<file path="config.mk">
export PLATFORM = sky130hd
export DESIGN_NAME = y_diag_update_seq
export DESIGN_NICKNAME = d
export VERILOG_FILES = /design/src/rtl/y_upd_pkg.sv /design/src/rtl/y_upd_wait_cnt.sv /design/src/rtl/y_diag_update_seq.sv
export SDC_FILE = /design/constraint.sdc
export NUM_CORES = 1
export LEC_CHECK = 0
export BUFFER_PORTS_ARGS = -buffer_cell sky130_fd_sc_hd__clkbuf_2
export CAP_MARGIN = 20
export CORE_AREA = 2 2 165 167
export DETAILED_ROUTE_END_ITERATION = 7
export DIE_AREA = 0 0 167 169
export PLACE_DENSITY = 0.6
export SLEW_MARGIN = 20
export SYNTH_ARGS = -nofsm -noshare
export SYNTH_HDL_FRONTEND = slang
export SYNTH_SLANG_ARGS = --single-unit
</file>
<file path="constraint.sdc">
create_clock -name clock -period 1.5 [get_ports clock]
set_clock_uncertainty 0.05 [all_clocks]
set_input_delay 0.15 -clock clock [delete_from_list [all_inputs] [get_ports clock]]
set_output_delay 0.15 -clock clock [all_outputs]
set_load 0.01 [all_outputs]
</file>
<file path="src/rtl/y_upd_pkg.sv">
// Shared definitions for the Y-bus diagonal update sequencer: FSM state
// encoding, datapath select codes and complex-word field positions.
package y_upd_pkg;

   // Sequencer states
   typedef enum logic [2:0] {
      ST_IDLE    = 3'd0,
      ST_FETCH   = 3'd1,
      ST_WAIT_RD = 3'd2,
      ST_SUB     = 3'd3,
      ST_ADD     = 3'd4,
      ST_WB      = 3'd5
   } upd_state_e;

   // Operand select (calc_sel_old_or_new)
   localparam logic [1:0] SEL_NEW  = 2'b00;
   localparam logic [1:0] SEL_ZERO = 2'b01;
   localparam logic [1:0] SEL_OLD  = 2'b11;

   // Base select (calc_sel_diag_or_sum)
   localparam logic SEL_DIAG = 1'b0;
   localparam logic SEL_SUM  = 1'b1;

   // Arithmetic mode (calc_sel_mode_addsub)
   localparam logic MODE_ADD = 1'b0;
   localparam logic MODE_SUB = 1'b1;

   // Complex word layout: real part high, imaginary part low
   localparam int RE_MSB = 47;
   localparam int RE_LSB = 24;
   localparam int IM_MSB = 23;
   localparam int IM_LSB = 0;

   // Operand select to present while in state nxt, given the state we come from.
   // y_new is added exactly once: only on the cycle that enters ADD, because
   // the running sum feeds back and would otherwise accumulate y_new repeatedly.
   function automatic logic [1:0] operand_sel(input upd_state_e nxt, input upd_state_e cur);
      logic [1:0] sel;
      case (nxt)
         ST_SUB:  sel = SEL_OLD;
         ST_ADD:  sel = (cur == ST_SUB) ? SEL_NEW : SEL_ZERO;
         default: sel = SEL_ZERO;
      endcase
      return sel;
   endfunction

endpackage

</file>
<file path="src/rtl/y_upd_wait_cnt.sv">
// Loadable down-counter that times the datapath latency. Loading sets the
// count to CALC_LAT; it then counts down and stops at 1, where expired is high.
module y_upd_wait_cnt
   import y_upd_pkg::*;
#(
   parameter int CALC_LAT = 3
) (
   input  logic clock,
   input  logic reset,
   input  logic load,
   output logic expired
);

   localparam int CNT_W = $clog2(CALC_LAT + 1);

   logic [CNT_W-1:0] cnt_r;

   // Reload on phase entry, otherwise count down and park at 1
   always_ff @(posedge clock or negedge reset) begin
      if (!reset) begin
         cnt_r <= CNT_W'(1);
      end else if (load) begin
         cnt_r <= CNT_W'(CALC_LAT);
      end else if (cnt_r > CNT_W'(1)) begin
         cnt_r <= cnt_r - CNT_W'(1);
      end else begin
         cnt_r <= cnt_r;
      end
   end

   assign expired = (cnt_r == CNT_W'(1));

endmodule

</file>
<file path="src/rtl/y_diag_update_seq.sv">
// Y-bus diagonal update sequencer. Accepts an admittance change request,
// reads the bus diagonal, steers the external diagonal-calc datapath through
// subtract-y_old then add-y_new, and writes the new diagonal back.
// Optional build macro Y_DIAG_PAIR_EN: also update the diagonal of req_bus_b
// with the same y_old/y_new (skipped when req_bus_b equals req_bus).
module y_diag_update_seq
   import y_upd_pkg::*;
#(
   parameter int WIDTH    = 48,
   parameter int ADDR_W   = 10,
   parameter int CALC_LAT = 3
) (
   input  logic              clock,
   input  logic              reset,
   input  logic              req_valid,
   output logic              req_ready,
   input  logic [ADDR_W-1:0] req_bus,
   input  logic [ADDR_W-1:0] req_bus_b,
   input  logic [WIDTH-1:0]  req_y_old,
   input  logic [WIDTH-1:0]  req_y_new,
   output logic              mem_rd_en,
   output logic [ADDR_W-1:0] mem_addr,
   input  logic [WIDTH-1:0]  mem_rdata,
   output logic              mem_wr_en,
   output logic [WIDTH-1:0]  mem_wdata,
   output logic [WIDTH-1:0]  calc_y_diag,
   output logic [WIDTH-1:0]  calc_y_old,
   output logic [WIDTH-1:0]  calc_y_new,
   output logic [1:0]        calc_sel_old_or_new,
   output logic              calc_sel_diag_or_sum,
   output logic              calc_sel_mode_addsub,
   input  logic [WIDTH-1:0]  calc_y_new_diag,
   output logic              busy,
   output logic              done
);

   upd_state_e        state_r;
   upd_state_e        state_s;
   logic [ADDR_W-1:0] bus_r;
   logic [ADDR_W-1:0] bus_s;
   logic              accept_s;
   logic              load_s;
   logic              cnt_expired_s;

   // Next values of the registered control outputs
   logic              rd_en_s;
   logic              wr_en_s;
   logic [ADDR_W-1:0] addr_s;
   logic [1:0]        sel_on_s;
   logic              sel_ds_s;
   logic              mode_s;
   logic              ready_s;

   logic              rd_en_r;
   logic              wr_en_r;
   logic [ADDR_W-1:0] addr_r;
   logic [1:0]        sel_on_r;
   logic              sel_ds_r;
   logic              mode_r;
   logic              ready_r;
   logic              busy_r;
   logic [WIDTH-1:0]  y_diag_r;
   logic [WIDTH-1:0]  y_old_r;
   logic [WIDTH-1:0]  y_new_r;

`ifdef Y_DIAG_PAIR_EN
   logic [ADDR_W-1:0] bus_b_r;
   logic              second_r;
   logic              second_set_s;
`else
   logic              unused_bus_b_s;
   assign unused_bus_b_s = ^req_bus_b;
`endif

   y_upd_wait_cnt #(
      .CALC_LAT (CALC_LAT)
   ) u_wait_cnt (
      .clock   (clock),
      .reset   (reset),
      .load    (load_s),
      .expired (cnt_expired_s)
   );

   // Next-state logic: request handshake, phase timing and pass sequencing
   always_comb begin
      state_s  = state_r;
      bus_s    = bus_r;
      accept_s = 1'b0;
      load_s   = 1'b0;
`ifdef Y_DIAG_PAIR_EN
      second_set_s = 1'b0;
`endif
      case (state_r)
         ST_IDLE: begin
            if (req_valid && ready_r) begin
               state_s  = ST_FETCH;
               bus_s    = req_bus;
               accept_s = 1'b1;
            end else begin
               state_s = ST_IDLE;
            end
         end
         ST_FETCH: begin
            state_s = ST_WAIT_RD;
         end
         ST_WAIT_RD: begin
            state_s = ST_SUB;
            load_s  = 1'b1;
         end
         ST_SUB: begin
            if (cnt_expired_s) begin
               state_s = ST_ADD;
               load_s  = 1'b1;
            end else begin
               state_s = ST_SUB;
            end
         end
         ST_ADD: begin
            if (cnt_expired_s) begin
               state_s = ST_WB;
            end else begin
               state_s = ST_ADD;
            end
         end
         ST_WB: begin
`ifdef Y_DIAG_PAIR_EN
            if (!second_r && (bus_b_r != bus_r)) begin
               state_s      = ST_FETCH;
               bus_s        = bus_b_r;
               second_set_s = 1'b1;
            end else begin
               state_s = ST_IDLE;
            end
`else
            state_s = ST_IDLE;
`endif
         end
         default: begin
            state_s = ST_IDLE;
         end
      endcase
   end

   // Control outputs are decoded from the next state so that, once
   // registered, they line up with the cycle the FSM spends in that state
   always_comb begin
      rd_en_s  = (state_s == ST_FETCH);
      wr_en_s  = (state_s == ST_WB);
      addr_s   = (rd_en_s || wr_en_s) ? bus_s : {ADDR_W{1'b0}};
      sel_on_s = operand_sel(state_s, state_r);
      sel_ds_s = (state_s == ST_ADD) ? SEL_SUM : SEL_DIAG;
      mode_s   = (state_s == ST_SUB) ? MODE_SUB : MODE_ADD;
      ready_s  = (state_s == ST_IDLE);
   end

   // State and current-bus registers
   always_ff @(posedge clock or negedge reset) begin
      if (!reset) begin
         state_r <= ST_IDLE;
         bus_r   <= {ADDR_W{1'b0}};
      end else begin
         state_r <= state_s;
         bus_r   <= bus_s;
      end
   end

`ifdef Y_DIAG_PAIR_EN
   // Second-bus index and pass tracking for paired updates
   always_ff @(posedge clock or negedge reset) begin
      if (!reset) begin
         bus_b_r  <= {ADDR_W{1'b0}};
         second_r <= 1'b0;
      end else if (accept_s) begin
         bus_b_r  <= req_bus_b;
         second_r <= 1'b0;
      end else if (second_set_s) begin
         bus_b_r  <= bus_b_r;
         second_r <= 1'b1;
      end else begin
         bus_b_r  <= bus_b_r;
         second_r <= second_r;
      end
   end
`endif

   // Datapath operands: y_old/y_new at accept, diagonal when read data returns
   always_ff @(posedge clock or negedge reset) begin
      if (!reset) begin
         y_old_r  <= {WIDTH{1'b0}};
         y_new_r  <= {WIDTH{1'b0}};
         y_diag_r <= {WIDTH{1'b0}};
      end else begin
         if (accept_s) begin
            y_old_r <= req_y_old;
            y_new_r <= req_y_new;
         end else begin
            y_old_r <= y_old_r;
            y_new_r <= y_new_r;
         end
         if (state_r == ST_WAIT_RD) begin
            y_diag_r <= mem_rdata;
         end else begin
            y_diag_r <= y_diag_r;
         end
      end
   end

   // Registered control outputs; reset aborts any pending write immediately
   always_ff @(posedge clock or negedge reset) begin
      if (!reset) begin
         rd_en_r  <= 1'b0;
         wr_en_r  <= 1'b0;
         addr_r   <= {ADDR_W{1'b0}};
         sel_on_r <= SEL_ZERO;
         sel_ds_r <= SEL_DIAG;
         mode_r   <= MODE_ADD;
         ready_r  <= 1'b0;
         busy_r   <= 1'b0;
      end else begin
         rd_en_r  <= rd_en_s;
         wr_en_r  <= wr_en_s;
         addr_r   <= addr_s;
         sel_on_r <= sel_on_s;
         sel_ds_r <= sel_ds_s;
         mode_r   <= mode_s;
         ready_r  <= ready_s;
         busy_r   <= !ready_s;
      end
   end

   assign req_ready            = ready_r;
   assign busy                 = busy_r;
   assign mem_rd_en            = rd_en_r;
   assign mem_wr_en            = wr_en_r;
   assign done                 = wr_en_r;
   assign mem_addr             = addr_r;
   assign calc_y_diag          = y_diag_r;
   assign calc_y_old           = y_old_r;
   assign calc_y_new           = y_new_r;
   assign calc_sel_old_or_new  = sel_on_r;
   assign calc_sel_diag_or_sum = sel_ds_r;
   assign calc_sel_mode_addsub = mode_r;
   // The datapath result settles in the WB cycle itself, so it is forwarded
   // directly, gated by the registered write strobe
   assign mem_wdata            = wr_en_r ? calc_y_new_diag : {WIDTH{1'b0}};

endmodule
</file>
# Word level (Yosys, flattened, before mapping)
# Cells that the tools add are included.
word_totals:
  n_memories: 0
  out_inout_bits: 211
  latch_bits: 0
  wordCells: 49
  regBits: 177
  romBits: 0
  mem_bits_rw: 0
op_classes:
  addsub: 1
  multipliers: 0
  order_cmp: 1
  div_mod_pow: 0
  bitwise: 0
  shifts: 0
  n_mux: 18
  n_eq_ne: 9
  reduce_logical: 6
op_table:
  columns: ["operator", "n"]
  rows:
  - ["2-to-1 mux 48 bit", 1]
  - ["2-to-1 mux 10 bit", 3]
  - ["one-hot mux 3 bit (5 select lines)", 1]
  - ["== test 3 x 2 -> 1 bit (second input constant)", 3]
  - ["== test 3 bit (second input constant)", 3]
  - ["2-to-1 mux 1 bit", 8]
  - ["== test 3 x 1 -> 1 bit (second input constant)", 2]
  - ["zero test 3 bit", 2]
  - ["2-to-1 mux 2 bit", 2]
  - ["one-hot mux 2 bit (2 select lines)", 1]
  - ["2-to-1 mux 3 bit", 1]
  - ["== test 2 x 1 -> 1 bit (second input constant)", 1]
  - ["greater-than comparator 2 x 1 -> 1 bit (second input constant)", 1]
  - ["one-hot mux 1 bit (2 select lines)", 1]
  - ["nonzero test 2 bit", 1]
  - ["subtractor 2 x 1 -> 2 bit (second input constant)", 1]
  - ["logical AND 1 bit", 1]
  - ["zero test 1 bit", 1]
  - ["logical OR 1 bit", 1]

# Depth between registers and ports, before layout
# Gate-level depths: netlist (run 1).
logic_depth:
  depth_word: 6
  depth_mapped: 6
  depth_no_buf: 5

# Modules after synthesis
# Synthesis (run 1) repeated with hierarchy kept, for this count alone.
unflattened:
  hier_cells: 450
  hier_area_um2: 6931.6
modules_own_cells:
  columns: ["mod", "seq_area_each_um2", "area_per_inst_um2", "instances", "cells_per_inst"]
  rows:
  - ["y_diag_update_seq", 4380.5, 6827.8, 1, 440]
  - ["y_upd_wait_cnt", 51.3, 103.8, 1, 10]

# Worst setup path before layout (run 1)
# No wires, ideal clock.
synth_path:
  path_kind: "reg-to-reg"
  start: "register state_r[1]"
  end: "register bus_r[0]"
  path_buffers: 3
  setup_slack_ns: -0.135
  t_arrival_ns: 1.460
  setup_time_ns: 0.125
  required_time_ns: 1.325
  path_stages_with_launch: 6
  synth_period_minus_slack_ns: 1.635
  path_cell_list: "dfrtp_1 -> nor4_1 -> buf_4 -> buf_8 -> buf_8 -> mux2_2"
synth_between:
  elab_chain_cells: 2
synth_rtl:
  columns: ["element", "line", "text"]
  rows:
  - ["start: declaration", "y_diag_update_seq.sv:37", "upd_state_e state_r;"]
  - ["start signal: assignment", "y_diag_update_seq.sv:162", "state_r <= state_s;"]
  - ["zero test 3 bit", "y_diag_update_seq.sv:93", "case (state_r)"]
  - ["2-to-1 mux 10 bit", "y_diag_update_seq.sv:93", null]
  - ["via bus_s[0]", "y_diag_update_seq.sv:40", "logic [ADDR_W-1:0] bus_s;"]
  - ["end signal: assignment", "y_diag_update_seq.sv:160", "bus_r <= {ADDR_W{1'b0}};"]
  - ["end signal: assignment", "y_diag_update_seq.sv:163", "bus_r <= bus_s;"]
  - ["end: declaration", "y_diag_update_seq.sv:39", "logic [ADDR_W-1:0] bus_r;"]
# The timed path passes the listed nets, and every way through them passes these cells.
# A chain may end at the register's enable or synchronous reset.

# Worst setup path in the final report (run 1)
layout_path:
  start: "register state_r[1]"
  end: "register y_old_r[2], in the netlist calc_y_old[2]"
layout_between:
  elab_chain_cells: 2
layout_rtl:
  columns: ["element", "line", "text"]
  rows:
  - ["zero test 3 bit", "y_diag_update_seq.sv:93", null]
  - ["2-to-1 mux 1 bit", "y_diag_update_seq.sv:93", null]
  - ["end signal: assignment", "y_diag_update_seq.sv:189", "y_old_r <= {WIDTH{1'b0}};"]
  - ["end signal: assignment", "y_diag_update_seq.sv:194", "y_old_r <= req_y_old;"]
  - ["end signal: assignment", "y_diag_update_seq.sv:197", "y_old_r <= y_old_r;"]
  - ["end: declaration", "y_diag_update_seq.sv:63", "logic [WIDTH-1:0] y_old_r;"]
# No other way between the ends.

==> results.yml, run 1 <==
setup_path:
  reg2reg_depth: 4
  critical_path_arrival_ps: 1960
  start_kind: "flip-flop"
  critPathCaptureType: "flip-flop"
  required_ps: 1750
  worst-path-max-fanout: 27
  worst-setup-path-type: "flip-flop to flip-flop"
floorplan:
  core.rowCount: 60
  core_area_mm2: 0.0265
  initial_core_util_pct: 27.0
  die_area_mm2: 0.0282
  io_pins: 426
  die_h_um: 169
  dieWidth_um: 167
place:
  place.detailed.hpwl_um: 14200
  port_buffers: 415
  gp_congestion: 0.746
  postPlaceCellArea_mm2: 0.00979
synth:
  post_synth_num_cell_types: 28
  yosysWarnings: 0
  synth.net_count: 658
  syn-cell-area_mm2: 0.00715
  post_synth_inst_count: 442
  synth.yosys.seq_area_share_pct: 62.0
  ys_dominant_reg_cell: "sky130_fd_sc_hd__dfrtp_1"
  post_synthesis_area_per_instance_um2: 16.2
  synth_async_sr_flop_share_pct: 100
  synth-edff-count: 0
  synthesized_flop_and_latch_total: 177
timing:
  slew-limit-headroom_pct: 71.1
  holdWs_ps: 52.0
  fmaxAchievable_mhz: 586
  final_min_period_over_clock_period_pct: 114
  final_period_minus_worst_setup_slack_ps: 1710
  worst_slew_pin_slew_ps: 433
  final.setup.worst_slack_ps: -205
  rsz0062_at_grt: "yes"
  final_hold_fails: 0
  setup_violations: 203
  slew_viol_final: 0
pwr:
  p_switching_mw: 7.25
  total_leakage_power_nw: 6.47
  clkPwrFrac_pct: 20.7
  ir_drop_uv: 1040
  p_total_mw: 22.0
  power.share.combinational_pct: 41.9
  power_internal_mw: 14.8
  power_switching_share_pct: 32.9
  power_density_mw_per_mm2: 1730
  share_of_power_burned_in_registers_pct: 37.4
clock_tree:
  clock-root-buffer: "sky130_fd_sc_hd__clkbuf_16"
  htreeDepth: 4
  clk-insertion-delay-late_ps: 410
  tritoncts.num_buffers: 17
  clk_transition_reported_paths_ps: 70
  cts.path.max_buffers: 2
  tritoncts_clock_tree: "done"
  cts_num_sinks: 177
grt:
  grt_usage_pct: 15.0
  overflow: 0
  first_global_vias: 6309
  grt_pass1_wl_um: 33900
  grt_max_degree: 38
  grt_antenna_before_repair: 0
finish:
  layout-drive-gt1-share_pct: 66.8
  insertedDiodeCount: 0
  final_core_util_pct: 48.1
  fin_nets: 1277
  layout.cells.most_common_list: "365 x sky130_fd_sc_hd__clkbuf_2, 173 x sky130_fd_sc_hd__dfrtp_1, 155 x sky130_fd_sc_hd__dlygate4sd3_1"
  layout.filler_cells: 2259
  final_design_area_no_fill_mm2: 0.0128
  area_growth_syn_to_layout_pct: 78.4
  leading_cell_type_in_the_layout_fill_and_taps_excluded: "sky130_fd_sc_hd__clkbuf_2"
detailed_routing:
  drt_total_wl_um: 22600
  firstDrtPassIters: 4
  detail_route.vias_per_cell: 4.15
  detailedRoute.firstIterationViolations: 187
  route.detailed.wl_per_inst_um: 16.0
  post-route-drc-count: 0
  antenna_violating_nets_post_route: 0
  detailroute.via_count: 5875
hold_path:
  worstHoldPathCells: 4
  min-delay-path-class: "input pin to flip-flop"
job:
  cap_viol_max_count: 0
status:
  status: "finished, violations left"
  violations: "setup timing"
==> flip-flops by register name (all words and copies together) (netlist names) <==
signal / flops
calc_y_new: 48
busy: 1
req_ready: 1
mem_addr: 10
calc_sel_diag_or_sum: 1
done: 1
u_wait_cnt.cnt_r: 2
calc_y_diag: 48
calc_y_old: 48
calc_sel_mode_addsub: 1
calc_sel_old_or_new: 2
state_r: 3
mem_rd_en: 1
bus_r: 10
==> critical path, cell delays in order, from the launching register on <==
cell	delay, ps
sky130_fd_sc_hd__dfrtp_1	410
sky130_fd_sc_hd__nor4_4	330
sky130_fd_sc_hd__buf_4	220
sky130_fd_sc_hd__buf_12	200
sky130_fd_sc_hd__mux2_2	360
==> per-stage QoR <==
step | TNS [ps] | cells | worst slack, ps
final | -27450 | 1415 | -205
after global routing | -43290 | 1415 | -297
after CTS | -32670 | 1407 | -237
after detailed placement | -28050 | 1209 | -282
after global placement | -22720 | 1209 | -228
after floorplan | -10120 | 442 | -135
==> layer usage <==
metal / vias up / wire, um / global-route usage, %
met3: 17 / 1290 / 4.44
met2: 205 / 11700 / 25.4
met5: - / 0 / 0
met1: 2879 / 9410 / 18.9
li1: 2774 / - / -
met4: 0 / 230 / 3.37
==> synth_stat cells (all sizes together) (2+ instances only) <==
library cell / number / area share [%]
a21oi: 2 / 0.14
a22o: 10 / 1.2
and2: 48 / 4.2
and3: 2 / 0.17
buf: 21 / 3.3
clkbuf: 6 / 0.31
dfrtp: 175 / 61
dfstp: 2 / 0.73
mux2: 154 / 27
nand2: 4 / 0.21
nand3: 2 / 0.14
o21ai: 4 / 0.28
==> worst paths after layout <==
path / start / end / slack [ps]
min reg2reg: bus_r[3]$_DFF_PN0_ / mem_addr[3]$_DFF_PN0_ / 440
max in group asynchronous: reset / calc_y_new[14]$_DFFE_PN0N_ / 660
min: req_valid / req_ready$_DFF_PN0_ / 50
max: state_r[1]$_DFF_PN0_ / calc_y_old[2]$_DFFE_PN0N_ / -210
max reg2reg: state_r[1]$_DFF_PN0_ / calc_y_old[2]$_DFFE_PN0N_ / -210
min in group asynchronous: reset / calc_y_diag[46]$_DFFE_PN0P_ / 180
==> layout make-up <==
type | instances | area, um2 | share of cell area, %
Clock buffer | 18 | 439 | 3.44
Timing Repair Buffer | 626 | 4670 | 36.6
Multi-Input combinational cell | 238 | 2620 | 20.5
Inverter | 1 | 3.75 | 0.0294
Tap cell | 341 | 427 | 3.34
Clock inverter | 14 | 160 | 1.26
Sequential cell | 177 | 4430 | 34.8
==> cell families (layout without fill, tap and decap cells) <==
logic type | after synthesis | after routing | share of synthesized area, %
AO/OA/AOI/OAI | 17 | 17 | 1.75
multiplexers | 154 | 154 | 26.8
flip-flops | 177 | 177 | 62.0
buffers and inverters | 28 | 659 | 3.69
adder cells (fa/ha/maj) | 1 | 1 | 0.175
XOR/XNOR | 1 | 1 | 0.123
AND/OR/NAND/NOR | 64 | 65 | 5.51
==> power by group through the flow <==
stage / clock network (mW) / registers, mW / logic (mW)
after CTS: 4.72 / 8.20 / 8.90
after global routing: 4.91 / 8.51 / 9.85
after detailed placement: 0 / 8.25 / 8.24
final: 4.56 / 8.24 / 9.21
after floorplan: 0 / 9.14 / 4.04
after global placement: 0 / 8.16 / 8.15
==> what timing repair did <==
| item | in CTS | in global routing |
|---|---|---|
| endpoints found under the setup margin | 211 | 213 |
| endpoints found under the hold margin | 341 | 0 |
| setup buffers | 3 | 10 |
| resized for setup | 61 | 127 |
| hold buffers | 155 | 0 |
| cloned | 8 | 2 |
| pin swaps | 0 | 3 |
(Power assumes the default switching activity.)
==> run 2, diff against run 1 <==
ABC_CLOCK_PERIOD_IN_PS = 1500   (was unset)
CORE_AREA = 2 2 167 169   (was 2 2 165 167)
DIE_AREA = 0 0 169 171   (was 0 0 167 169)
PLACE_DENSITY = 0.58   (was 0.6)
SYNTH_HIERARCHICAL = 1   (was unset)
==> run 2 against run 1 <==
  * The flow still finishes with violations (setup timing)
  * Critical path depth is the same
  * Die area up 2.4%
  * Cell count is 0.92% higher
  * Count of clock-buffer cells in the layout stayed put
  * Wire length rose by 8.5%
  * Synthesized cell count increased by 1.8%
  * Via count is 2.9% higher
  * Clock power up 2%
  * Highest routed layer unchanged
  * Flip-flop and latch count unchanged
  * Cell area grew 0.92%
==> results.yml, run 2 <==
floorplan:
  core.rowCount: 61
  dieWidth_um: 169
  io_pins: 426
  die_area_mm2: 0.0289
  initial_core_util_pct: 25.4
  die_h_um: 171
  core_area_mm2: 0.0273
setup_path:
  worst-r2r-setup-slack_ps: -250
  start_kind: "flip-flop"
  critPathCaptureType: "output pin"
  required_ps: 1300
  critical_path_arrival_ps: 1560
  worst-setup-path-type: "flip-flop to output pin"
  worst-path-max-fanout: 7
synth:
  synth_async_sr_flop_share_pct: 100
  synth_top_cells_by_count: "175 x sky130_fd_sc_hd__dfrtp_1, 145 x sky130_fd_sc_hd__mux2_2, 48 x sky130_fd_sc_hd__and2_1"
  ys_dominant_reg_cell: "sky130_fd_sc_hd__dfrtp_1"
  synth.net_count: 666
  synth.yosys.seq_area_share_pct: 63.9
  syn-cell-area_mm2: 0.00693
  synth_area_leader_cell: "sky130_fd_sc_hd__dfrtp_1"
  post_synthesis_area_per_instance_um2: 15.4
  post-synth-top-area-fraction_pct: 63.2
  post_synth_inst_count: 450
  synthesized_flop_and_latch_total: 177
  synth-edff-count: 0
  yosys.cell_count.top_type: "sky130_fd_sc_hd__dfrtp_1"
  yosysWarnings: 6
  post_synth_num_cell_types: 27
  synth_top_area_cells: "sky130_fd_sc_hd__dfrtp_1 63%, sky130_fd_sc_hd__mux2_2 24%, sky130_fd_sc_hd__and2_1 4.3%"
finish:
  insertedDiodeCount: 0
  layout-drive-gt1-share_pct: 64.9
  seq_area_mm2: 0.00443
  layout.cells.most_common_list: "369 x sky130_fd_sc_hd__clkbuf_2, 174 x sky130_fd_sc_hd__dfrtp_1, 155 x sky130_fd_sc_hd__dlygate4sd3_1"
  final_core_util_pct: 47.1
  layout.filler_cells: 2415
  final_cell_count_no_fill: 1428
  fin_nets: 1285
  area_growth_syn_to_layout_pct: 85.7
  multi_input_comb_area_mm2: 0.00255
  leading_cell_type_in_the_layout_fill_and_taps_excluded: "sky130_fd_sc_hd__clkbuf_2"
timing:
  fmaxAchievable_mhz: 569
  final_hold_fails: 0
  slew_viol_final: 0
  slew-limit-headroom_pct: 76.9
  final_min_period_over_clock_period_pct: 117
  setup_tns_ps: -34870
  rsz0062_at_grt: "yes"
  final.setup.worst_slack_ps: -256
  final_period_minus_worst_setup_slack_ps: 1760
  worst_slew_pin_slew_ps: 346
  setup_violations: 202
detailed_routing:
  detailedRoute.firstIterationViolations: 211
  detailroute.via_count: 6047
  drt_total_wl_um: 24500
  firstDrtPassIters: 4
  antenna_violating_nets_post_route: 0
  route.detailed.wl_per_inst_um: 17.2
  detail_route.vias_per_cell: 4.23
  post-route-drc-count: 0
grt:
  grt_pass1_wl_um: 35000
  first_global_vias: 6344
  grt_antenna_before_repair: 0
  grt_usage_pct: 15.6
  overflow: 0
  grt_max_degree: 58
place:
  port_buffers: 415
  place.detailed.hpwl_um: 15200
  gp_congestion: 0.961
  pre_cts_slack_ps: -238
  place_inst: 1216
pwr:
  ir_drop_uv: 887
  power_density_mw_per_mm2: 1720
  total_leakage_power_nw: 6.40
clock_tree:
  htreeDepth: 4
  clk_transition_reported_paths_ps: 70
  tritoncts.num_buffers: 17
  tritoncts_clock_tree: "done"
  clock-root-buffer: "sky130_fd_sc_hd__clkbuf_16"
  clk-insertion-delay-late_ps: 410
  cts_num_sinks: 177
  cts.path.max_buffers: 2
status:
  violations: "setup timing"
  status: "finished, violations left"
job:
  cap_viol_max_count: 0
hold_path:
  min-delay-path-class: "input pin to async pin"
## run 2: report_power, final
part	switching [mW]	leakage [nW]	internal (mW)	total, mW
clock network	1.97	0.293	2.66	4.63
logic	3.93	3.94	5.28	9.20
registers	1.22	2.16	7.06	8.29
total	7.12	6.40	15.0	22.1
## run 2: cell families after synthesis
kind of cell    synth area share (%)
simple gates                    6.05
fa+ha+maj                      0.180
compound gates                  1.95
flops                           63.9
mux                             25.0
buf+inv                         2.87
## run 2: worst paths after layout
check | start | end | depth (start not counted)
worst max-delay path | done$_DFF_PN0_ | mem_wdata[21] | 4
worst min-delay path | reset | calc_y_diag[0]$_DFFE_PN0P_ | 2
worst max register to register | state_r[1]$_DFF_PN0_ | calc_y_new[40]$_DFFE_PN0P_ | 5
worst min register to register | bus_r[2]$_DFF_PN0_ | bus_r[2]$_DFF_PN0_ | 1
max in group asynchronous | reset | done$_DFF_PN0_ | 4
min in group clock | req_valid | req_ready$_DFF_PN0_ | 4
## run 2: per-stage QoR
| stage | instance area (um2) | hold slack (ps) | power, mW |
|---|---|---|---|
| after floorplan | 6950 | -196 | 12.3 |
| after global placement | 9680 | -70.9 | 15.6 |
| after detailed placement | 9680 | -70.1 | 15.7 |
| after CTS | 12200 | 35.9 | 21.9 |
| after global routing | 12900 | 55.8 | 23.4 |
| final | 12900 | 59.3 | 22.1 |
## run 2: what timing repair did
action / CTS / global route
gates resized for setup: 38 / 148
gates cloned: 8 / 5
hold buffers: 155 / 0
setup buffers: 5 / 9
endpoints found under the hold margin: 339 / 0
endpoints found under the setup margin: 174 / 217
pin swaps: 1 / 1
## run 2: critical path, cell delays in order (launching register included)
cell and delay [ps]:
sky130_fd_sc_hd__dfrtp_2 580, sky130_fd_sc_hd__buf_12 150, sky130_fd_sc_hd__buf_16 110, sky130_fd_sc_hd__and2_1 150, sky130_fd_sc_hd__clkbuf_2 150
## run 2: per-layer routing
layer / track usage, % / share of wire, % / up-vias
met5: 0 / 0 / -
li1: - / - / 2799
met3: 4.53 / 6.7 / 26
met1: 19.8 / 43 / 2996
met2: 26.0 / 49 / 226
met4: 4.38 / 1.3 / 0
## run 2: layout make-up
type	instances	share of cell area, %
clock buffer	18	3.33
inverter	2	0.0583
tap	346	3.36
multi-input combinational	243	19.8
clock inverter	14	1.39
sequential	177	34.4
timing repair buffer	628	37.6
